File: src/rtl/sc_io_peripheral.sv
// Board-side I/O peripheral for the single-cycle computer: debounced switches and keys
// with a key0 press counter feeding in_port0/1, and an 8-digit multiplexed hex display of out_port0.
module sc_io_peripheral #(
    parameter int DEBOUNCE_CYCLES = 50000,
    parameter int SCAN_CYCLES     = 1000
) (
    input  logic        clock,
    input  logic        reset,
    input  logic [31:0] out_port0,
    input  logic [9:0]  sw,
    input  logic [3:0]  key,
    output logic [31:0] in_port0,
    output logic [31:0] in_port1,
    output logic [7:0]  an,
    output logic [6:0]  seg
);

    localparam int TW = (DEBOUNCE_CYCLES > 1) ? $clog2(DEBOUNCE_CYCLES) : 1;
    localparam int SW = (SCAN_CYCLES > 1) ? $clog2(SCAN_CYCLES) : 1;
    localparam logic [TW-1:0] TICK_LAST = TW'(DEBOUNCE_CYCLES - 1);
    localparam logic [TW-1:0] TICK_ONE  = TW'(1);
    localparam logic [SW-1:0] SCAN_LAST = SW'(SCAN_CYCLES - 1);
    localparam logic [SW-1:0] SCAN_ONE  = SW'(1);

    // Active-low seven-segment pattern {g,f,e,d,c,b,a} for one hex nibble.
    function automatic logic [6:0] hex_to_seg(input logic [3:0] nib);
        logic [6:0] pat;
        case (nib)
            4'h0:    pat = 7'h40;
            4'h1:    pat = 7'h79;
            4'h2:    pat = 7'h24;
            4'h3:    pat = 7'h30;
            4'h4:    pat = 7'h19;
            4'h5:    pat = 7'h12;
            4'h6:    pat = 7'h02;
            4'h7:    pat = 7'h78;
            4'h8:    pat = 7'h00;
            4'h9:    pat = 7'h10;
            4'hA:    pat = 7'h08;
            4'hB:    pat = 7'h03;
            4'hC:    pat = 7'h46;
            4'hD:    pat = 7'h21;
            4'hE:    pat = 7'h06;
            4'hF:    pat = 7'h0E;
            default: pat = 7'h7F;
        endcase
        return pat;
    endfunction

    // Bits [9:0] are switches, [13:10] are keys inverted so 1 means pressed.
    logic [13:0]      raw_s;
    logic [13:0]      meta_r;
    logic [13:0]      sync_r;
    logic [TW-1:0]    tick_cnt_r;
    logic             tick_s;
    logic [13:0][2:0] hist_r;
    logic [13:0][2:0] hist_next_s;
    logic [13:0]      db_r;
    logic [13:0]      db_next_s;
    logic             key0_prev_r;
    logic [15:0]      press_cnt_r;

    logic [SW-1:0]    scan_cnt_r;
    logic [SW-1:0]    scan_cnt_next_s;
    logic             scan_wrap_s;
    logic [2:0]       digit_r;
    logic [2:0]       digit_next_s;
    logic [31:0]      disp_r;
    logic [31:0]      disp_next_s;
    logic [31:0]      disp_shift_s;
    logic             load_r;
    logic [7:0]       an_next_s;
    logic [6:0]       seg_next_s;

    assign raw_s  = {~key, sw};
    assign tick_s = (tick_cnt_r == TICK_LAST);

    // Two-flop synchroniser on every raw switch and key input.
    always_ff @(posedge clock or posedge reset) begin
        if (reset) begin
            meta_r <= 14'd0;
            sync_r <= 14'd0;
        end else begin
            meta_r <= raw_s;
            sync_r <= meta_r;
        end
    end

    // Debounce sample-tick counter.
    always_ff @(posedge clock or posedge reset) begin
        if (reset) begin
            tick_cnt_r <= '0;
        end else if (tick_s) begin
            tick_cnt_r <= '0;
        end else begin
            tick_cnt_r <= tick_cnt_r + TICK_ONE;
        end
    end

    // Next history per bit; only three agreeing samples change the debounced level.
    always_comb begin
        hist_next_s = hist_r;
        db_next_s   = db_r;
        for (int i = 0; i < 14; i++) begin
            hist_next_s[i] = {hist_r[i][1:0], sync_r[i]};
            if (hist_next_s[i] == 3'b111) begin
                db_next_s[i] = 1'b1;
            end else if (hist_next_s[i] == 3'b000) begin
                db_next_s[i] = 1'b0;
            end else begin
                db_next_s[i] = db_r[i];
            end
        end
    end

    // History and debounced level advance only on the sample tick.
    always_ff @(posedge clock or posedge reset) begin
        if (reset) begin
            hist_r <= '0;
            db_r   <= 14'd0;
        end else if (tick_s) begin
            hist_r <= hist_next_s;
            db_r   <= db_next_s;
        end
    end

    // Key0 press counter, counting debounced 0->1 edges only.
    always_ff @(posedge clock or posedge reset) begin
        if (reset) begin
            key0_prev_r <= 1'b0;
            press_cnt_r <= 16'd0;
        end else begin
            key0_prev_r <= db_r[10];
            if (db_r[10] && !key0_prev_r) begin
                press_cnt_r <= press_cnt_r + 16'd1;
            end
        end
    end

    // Registered input-port words seen by the CPU.
    always_ff @(posedge clock or posedge reset) begin
        if (reset) begin
            in_port0 <= 32'd0;
            in_port1 <= 32'd0;
        end else begin
            in_port0 <= {22'd0, db_r[9:0]};
            in_port1 <= {press_cnt_r, 12'd0, db_r[13:10]};
        end
    end

    // Scan sequencing; the display word is only swapped at a frame boundary.
    always_comb begin
        scan_wrap_s     = (scan_cnt_r == SCAN_LAST);
        scan_cnt_next_s = scan_wrap_s ? {SW{1'b0}} : (scan_cnt_r + SCAN_ONE);
        digit_next_s    = scan_wrap_s ? (digit_r + 3'd1) : digit_r;
        if (load_r || (scan_wrap_s && (digit_r == 3'd7))) begin
            disp_next_s = out_port0;
        end else begin
            disp_next_s = disp_r;
        end
        disp_shift_s = disp_next_s >> {digit_next_s, 2'b00};
        an_next_s    = ~(8'd1 << digit_next_s);
        seg_next_s   = hex_to_seg(disp_shift_s[3:0]);
    end

    // Scan state plus an/seg registered together so they always switch in the same cycle.
    always_ff @(posedge clock or posedge reset) begin
        if (reset) begin
            scan_cnt_r <= '0;
            digit_r    <= 3'd0;
            disp_r     <= 32'd0;
            load_r     <= 1'b1;
            an         <= 8'hFE;
            seg        <= 7'h40;
        end else begin
            scan_cnt_r <= scan_cnt_next_s;
            digit_r    <= digit_next_s;
            disp_r     <= disp_next_s;
            load_r     <= 1'b0;
            an         <= an_next_s;
            seg        <= seg_next_s;
        end
    end

endmodule

File: config.mk
export PLATFORM = sky130hd
export DESIGN_NAME = sc_io_peripheral
export DESIGN_NICKNAME = d
export VERILOG_FILES = /design/src/rtl/sc_io_peripheral.sv
export SDC_FILE = /design/constraint.sdc
export NUM_CORES = 1
export LEC_CHECK = 0
export CORE_MARGIN = 4
export CORE_UTILIZATION = 32
export CTS_BUF_LIST = sky130_fd_sc_hd__clkbuf_2 sky130_fd_sc_hd__clkbuf_4 sky130_fd_sc_hd__clkbuf_8
export DETAILED_ROUTE_END_ITERATION = 10
export SYNTH_ARGS = -nofsm -noshare
export SYNTH_HDL_FRONTEND = slang
export SYNTH_SLANG_ARGS = --single-unit
File: constraint.sdc
create_clock -name clock -period 10.5 [get_ports clock]
set_clock_uncertainty 0.1 [all_clocks]
set_input_delay 2.1 -clock clock [delete_from_list [all_inputs] [get_ports clock]]
set_output_delay 2.1 -clock clock [all_outputs]
set_load 0.02 [all_outputs]
# After elaboration in Yosys (flattened, before gate mapping)
# Memory sizes are Yosys's and may differ from the RTL's. A register that Yosys moved wholly into a read port is not among the register bits.
# Index checks and enable logic that the tools add are counted.
# W data, S select, Z words.
# classes
n_addsub	4
n_eq_ne	17
shifts	2
n_mux	32
bitwise_logic	2
n_reduce_logical	46
# op_table
op	n
$eq A3 B3 Y1 const B	15
$logic_not A3 Y1	14
$add A16 B1 Y16 const B	2
$mux W32	1
$shr A32 B5 Y4	1
$mux W1	28
$reduce_and A2 Y1	14
$reduce_bool A2 Y1	14
$eq A16 B16 Y1 const B	1
$mux W16	1
$add A10 B1 Y10 const B	1
$eq A10 B10 Y1 const B	1
$mux W10	1
$not A8 Y8	1
$shl A1 B3 Y8 const A	1
$not A4 Y4	1
$add A3 B1 Y3 const B	1
$mux W3	1
$logic_and A1 B1 Y1	2
$logic_not A1 Y1	1
$logic_or A1 B1 Y1	1
# word_totals
ff_bits	187
mem_bits_ro	112
inputBits	48
output_inout_bits	79
elab_cells	144
mem_count	1
# mem_list
name	depth	word_bits	read_ports	rd_clocked_by_memory_dff	write_ports	line_no	text
(name not given)	16	7	1	1	0	28	case (nib)

# Depth between registers and ports, before layout
# logic_depth
word_depth	5
ltp_mapped	14
depth_no_buf	13

# Worst setup path before layout
# No wires, ideal clock.
# synth_path
path_type	input to register
startpoint	input port out_port0[12]
endpoint	register seg[0]
arrival_ps	3724
t_required_ps	10277
path_slack_ps	6553
path_stages	8
path_cell_list	mux4_2 nand3_1 nand4_1 o22ai_2 inv_1 ha_1 or3_1 o221a_1
# synth_between
elab_chain_len	2
# synth_rtl
element	line_no	text
from (decl)	9	input logic [31:0] out_port0,
$mux W32	156	if (load_r || (scan_wrap_s && (digit_r == 3'd7))) begin
$shr A32 B5 Y4	161	disp_shift_s = disp_next_s >> {digit_next_s, 2'b00};
to (decl)	15	output logic [6:0] seg
# Every way passes these cells.
# A chain may end at the register's enable or synchronous reset.

# Worst setup path after layout
# layout_path
startpoint	input port out_port0[20]
endpoint	register seg[0]
# layout_between
elab_chain_len	2
# layout_rtl
element	line_no	text
$mux W32	156	
via disp_next_s[20]	69	logic [31:0] disp_next_s;
$shr A32 B5 Y4	161	
# The timed path passes the listed nets, and every way through them passes these cells.

==> metrics.txt <==
run status=complete, no violations; Max Clk Rate=243.6 MHz; wire length of the first global-routing pass=24050 µm; Buffers & Inverters on Critical Path=2; vertical extent of the die=164.7 µm; total setup buffers inserted after CTS=0; Total Neg Setup Slack=0 ps; global placement routability congestion=0.7517; share of async-settable or async-resettable flops after synthesis=100.0%; number of buffers added to fix hold violations after cts=0; leak pwr=4.271 nW; data required time at the worst endpoint=10760 ps; main flop type after synthesis=sky130_fd_sc_hd__dfrtp_1; post-cts gate resize count=0; proportion of layout cells with a drive suffix above 1=12.09%; number of nets in the layout=807; final wirelength=14640 µm; Worst Max-Slew Pin Slew=890.7 ps; minimum clock period after layout=4106 ps; via count of the routed design=4761; part of the cycle the worst path needs=39.10%; CP Data Arrival Time=4360 ps; ordered list of cells on the worst path=clkdlybuf4s50_1 > mux2_2 > mux2i_1 > a21oi_1 > o22ai_2 > inv_1 > ha_1 > or3_1 > o221a_1; clock tree from TritonCTS=built; average detailed-routed wire length per instance=13.49 µm; kind of end point of the critical path=flip-flop; Mean Syn Cell Area=11.98 µm²; worst-path cell with the longest stage delay=sky130_fd_sc_hd__clkdlybuf4s50_1; n_diodes=0; category of cells accounting for the largest share of critical-path delay=compound AO/OA/AOI/OAI gates; die span in x=164.7 µm; YS warnings=0; gate count after technology mapping=656; latest clock arrival within the worst-skew pair=460 ps; count of buffers from port buffering=92; clock buffers created by TritonCTS=17; vias per std cell=4.388; antenna violations before repair=1; Max FO, Critical Path=7; classification of the worst setup path=in2reg; commonest cells after routing, fill and taps aside=184 x sky130_fd_sc_hd__dfrtp_1, 107 x sky130_fd_sc_hd__nand2_1, 92 x sky130_fd_sc_hd__clkdlybuf4s50_1; Final Max Slew Viols=0; worst slew slack as a fraction of its limit=40.62%; commonest non-fill, non-tap cell in the layout=sky130_fd_sc_hd__dfrtp_1; estimated wirelength of the detail-placed design=9793 µm; number of hold violations in the final report=0; leftover overflow at the end of global routing=0; number of global-route vias before repair=4683; Max clock buf depth=2; I/O pin count=127; synthesized cell area=7859 µm²; maximum number of pins on one net before global-route repair=127; Clock Tree Root=sky130_fd_sc_hd__clkbuf_8; setup repair after global routing missed its margin=no; max capacitance violation total=0; DRC errors left=0; initial standard-cell utilization of the core=32.41%; number of nets with antenna violations after routing=0; Final Util=38.74%; total chip power=1.410 mW; standard-cell rows=57; worst supply voltage drop on vdd=0.07993 mV; EDFF count, synth=0; Final Setup Violations=0; floorplan core area=24250 µm²; clock slew seen by the registers of the worst setup and hold paths=100 ps; Overall Global Routing Usage=11.27%; stage delay of the slowest cell on the critical path=400 ps; area of the die=27130 µm²; First DRT Iteration DRCs=240; power density relative to cell area=150.1 nW/µm²; Area Overhead vs Synth=19.54%; count of clock tree sinks=193; fraction of the yosys area taken by sequential cells=61.60%; H-tree levels=4; startpoint kind of the worst setup timing path=primary input; number of synthesized register bits=193; Unique masters post-synth=61; classification of the worst-slack hold path=reg2reg; count of TritonRoute iterations in the first routing pass=4
==> flip-flops by register name, indices dropped and copies added (netlist names) <==
name / flops
disp_r: 32
hist_next_s: 28
in_port1: 20
press_cnt_r: 16
tick_cnt_r: 16
db_r: 14
meta_r: 14
sync_r: 14
in_port0: 10
scan_cnt_r: 10
an: 8
seg: 7
digit_r: 3
load_r: 1
==> report_power, final <==
part / internal, mW / switching [mW]
combinational: 0.0484 / 0.0620
clock: 0.229 / 0.296
sequential: 0.766 / 0.00834
total: 1.04 / 0.366
==> area by class of cell <==
| class | count | area (µm²) |
|---|---|---|
| repair buffers | 95 | 943.4 |
| fillers | 2366 | 14850 |
| clock inverters | 15 | 216.5 |
| flip-flops and latches | 193 | 4841 |
| clock buffers | 17 | 234.0 |
| inverters | 26 | 110.1 |
| well taps | 324 | 405.4 |
| multi-input cells | 415 | 2644 |
==> routing by layer <==
layer	track usage, %	vias to the layer above	wire (µm)
met3	3.319	13	659
li1	-	2310	-
met5	0	-	13
met1	14.98	2341	6840
met4	3.214	2	184
met2	17.98	95	6940
==> path summary, 6_finish.rpt <==
path,to,cells past startpoint,startpoint,slack [ps]
worst max-delay path,seg[0],9,out_port0[20],6390
worst min-delay path,sync_r[8],0,meta_r[8],260
worst max register to register,seg[0],12,scan_cnt_r[0],6580
worst min register to register,sync_r[8],0,meta_r[8],260
max in group asynchronous,scan_cnt_r[8],3,reset,6760
min in group asynchronous,in_port1[26],2,reset,2070
==> cell usage after synthesis (4+ instances only) <==
library cell | number | area, µm²
sky130_fd_sc_hd__a21oi_1 | 18 | 90.09
sky130_fd_sc_hd__mux2_2 | 28 | 315.3
sky130_fd_sc_hd__ha_1 | 11 | 137.6
sky130_fd_sc_hd__a31oi_1 | 14 | 87.58
sky130_fd_sc_hd__clkbuf_1 | 10 | 37.54
sky130_fd_sc_hd__mux2i_1 | 19 | 190.2
sky130_fd_sc_hd__nand4_1 | 4 | 25.02
sky130_fd_sc_hd__buf_4 | 38 | 285.3
sky130_fd_sc_hd__dfrtp_1 | 184 | 4604
sky130_fd_sc_hd__xor2_1 | 17 | 148.9
sky130_fd_sc_hd__inv_1 | 23 | 86.33
sky130_fd_sc_hd__a22o_1 | 4 | 35.03
sky130_fd_sc_hd__nor2_1 | 42 | 157.7
sky130_fd_sc_hd__and3_1 | 13 | 81.33
sky130_fd_sc_hd__nand3_1 | 19 | 95.09
sky130_fd_sc_hd__nand2_1 | 107 | 401.6
sky130_fd_sc_hd__xnor2_1 | 19 | 166.4
sky130_fd_sc_hd__and2_1 | 4 | 25.02
sky130_fd_sc_hd__buf_6 | 4 | 45.04
sky130_fd_sc_hd__dfstp_2 | 9 | 236.5
sky130_fd_sc_hd__or3_1 | 15 | 93.84
==> per-stage QoR <==
step	instances	worst slack [ps]	instance area, µm²	hold WS (ps)
6_report	1085	6394	9394	257.8
5_1_grt	1085	6274	9394	265.6
4_1_cts	1085	6381	9394	258.8
3_3_place_gp	1053	5884	8944	234.3
2_1_floorplan	690	3059	7986	231.2
3_5_place_dp	1053	5851	8944	235.6
==> logic make-up after synthesis <==
kind of cell	count (synthesis)	synth area share [%]
and+or+nand+nor	220	12.72
DFF	193	61.60
buffers and inverters	82	6.400
AOI/OAI and AO/OA	61	5.747
muxes	51	7.371
xor gates and xnor gates	37	4.362
adders and majority gates	11	1.751
other	1	0.04772
(Power assumes the default switching activity.)
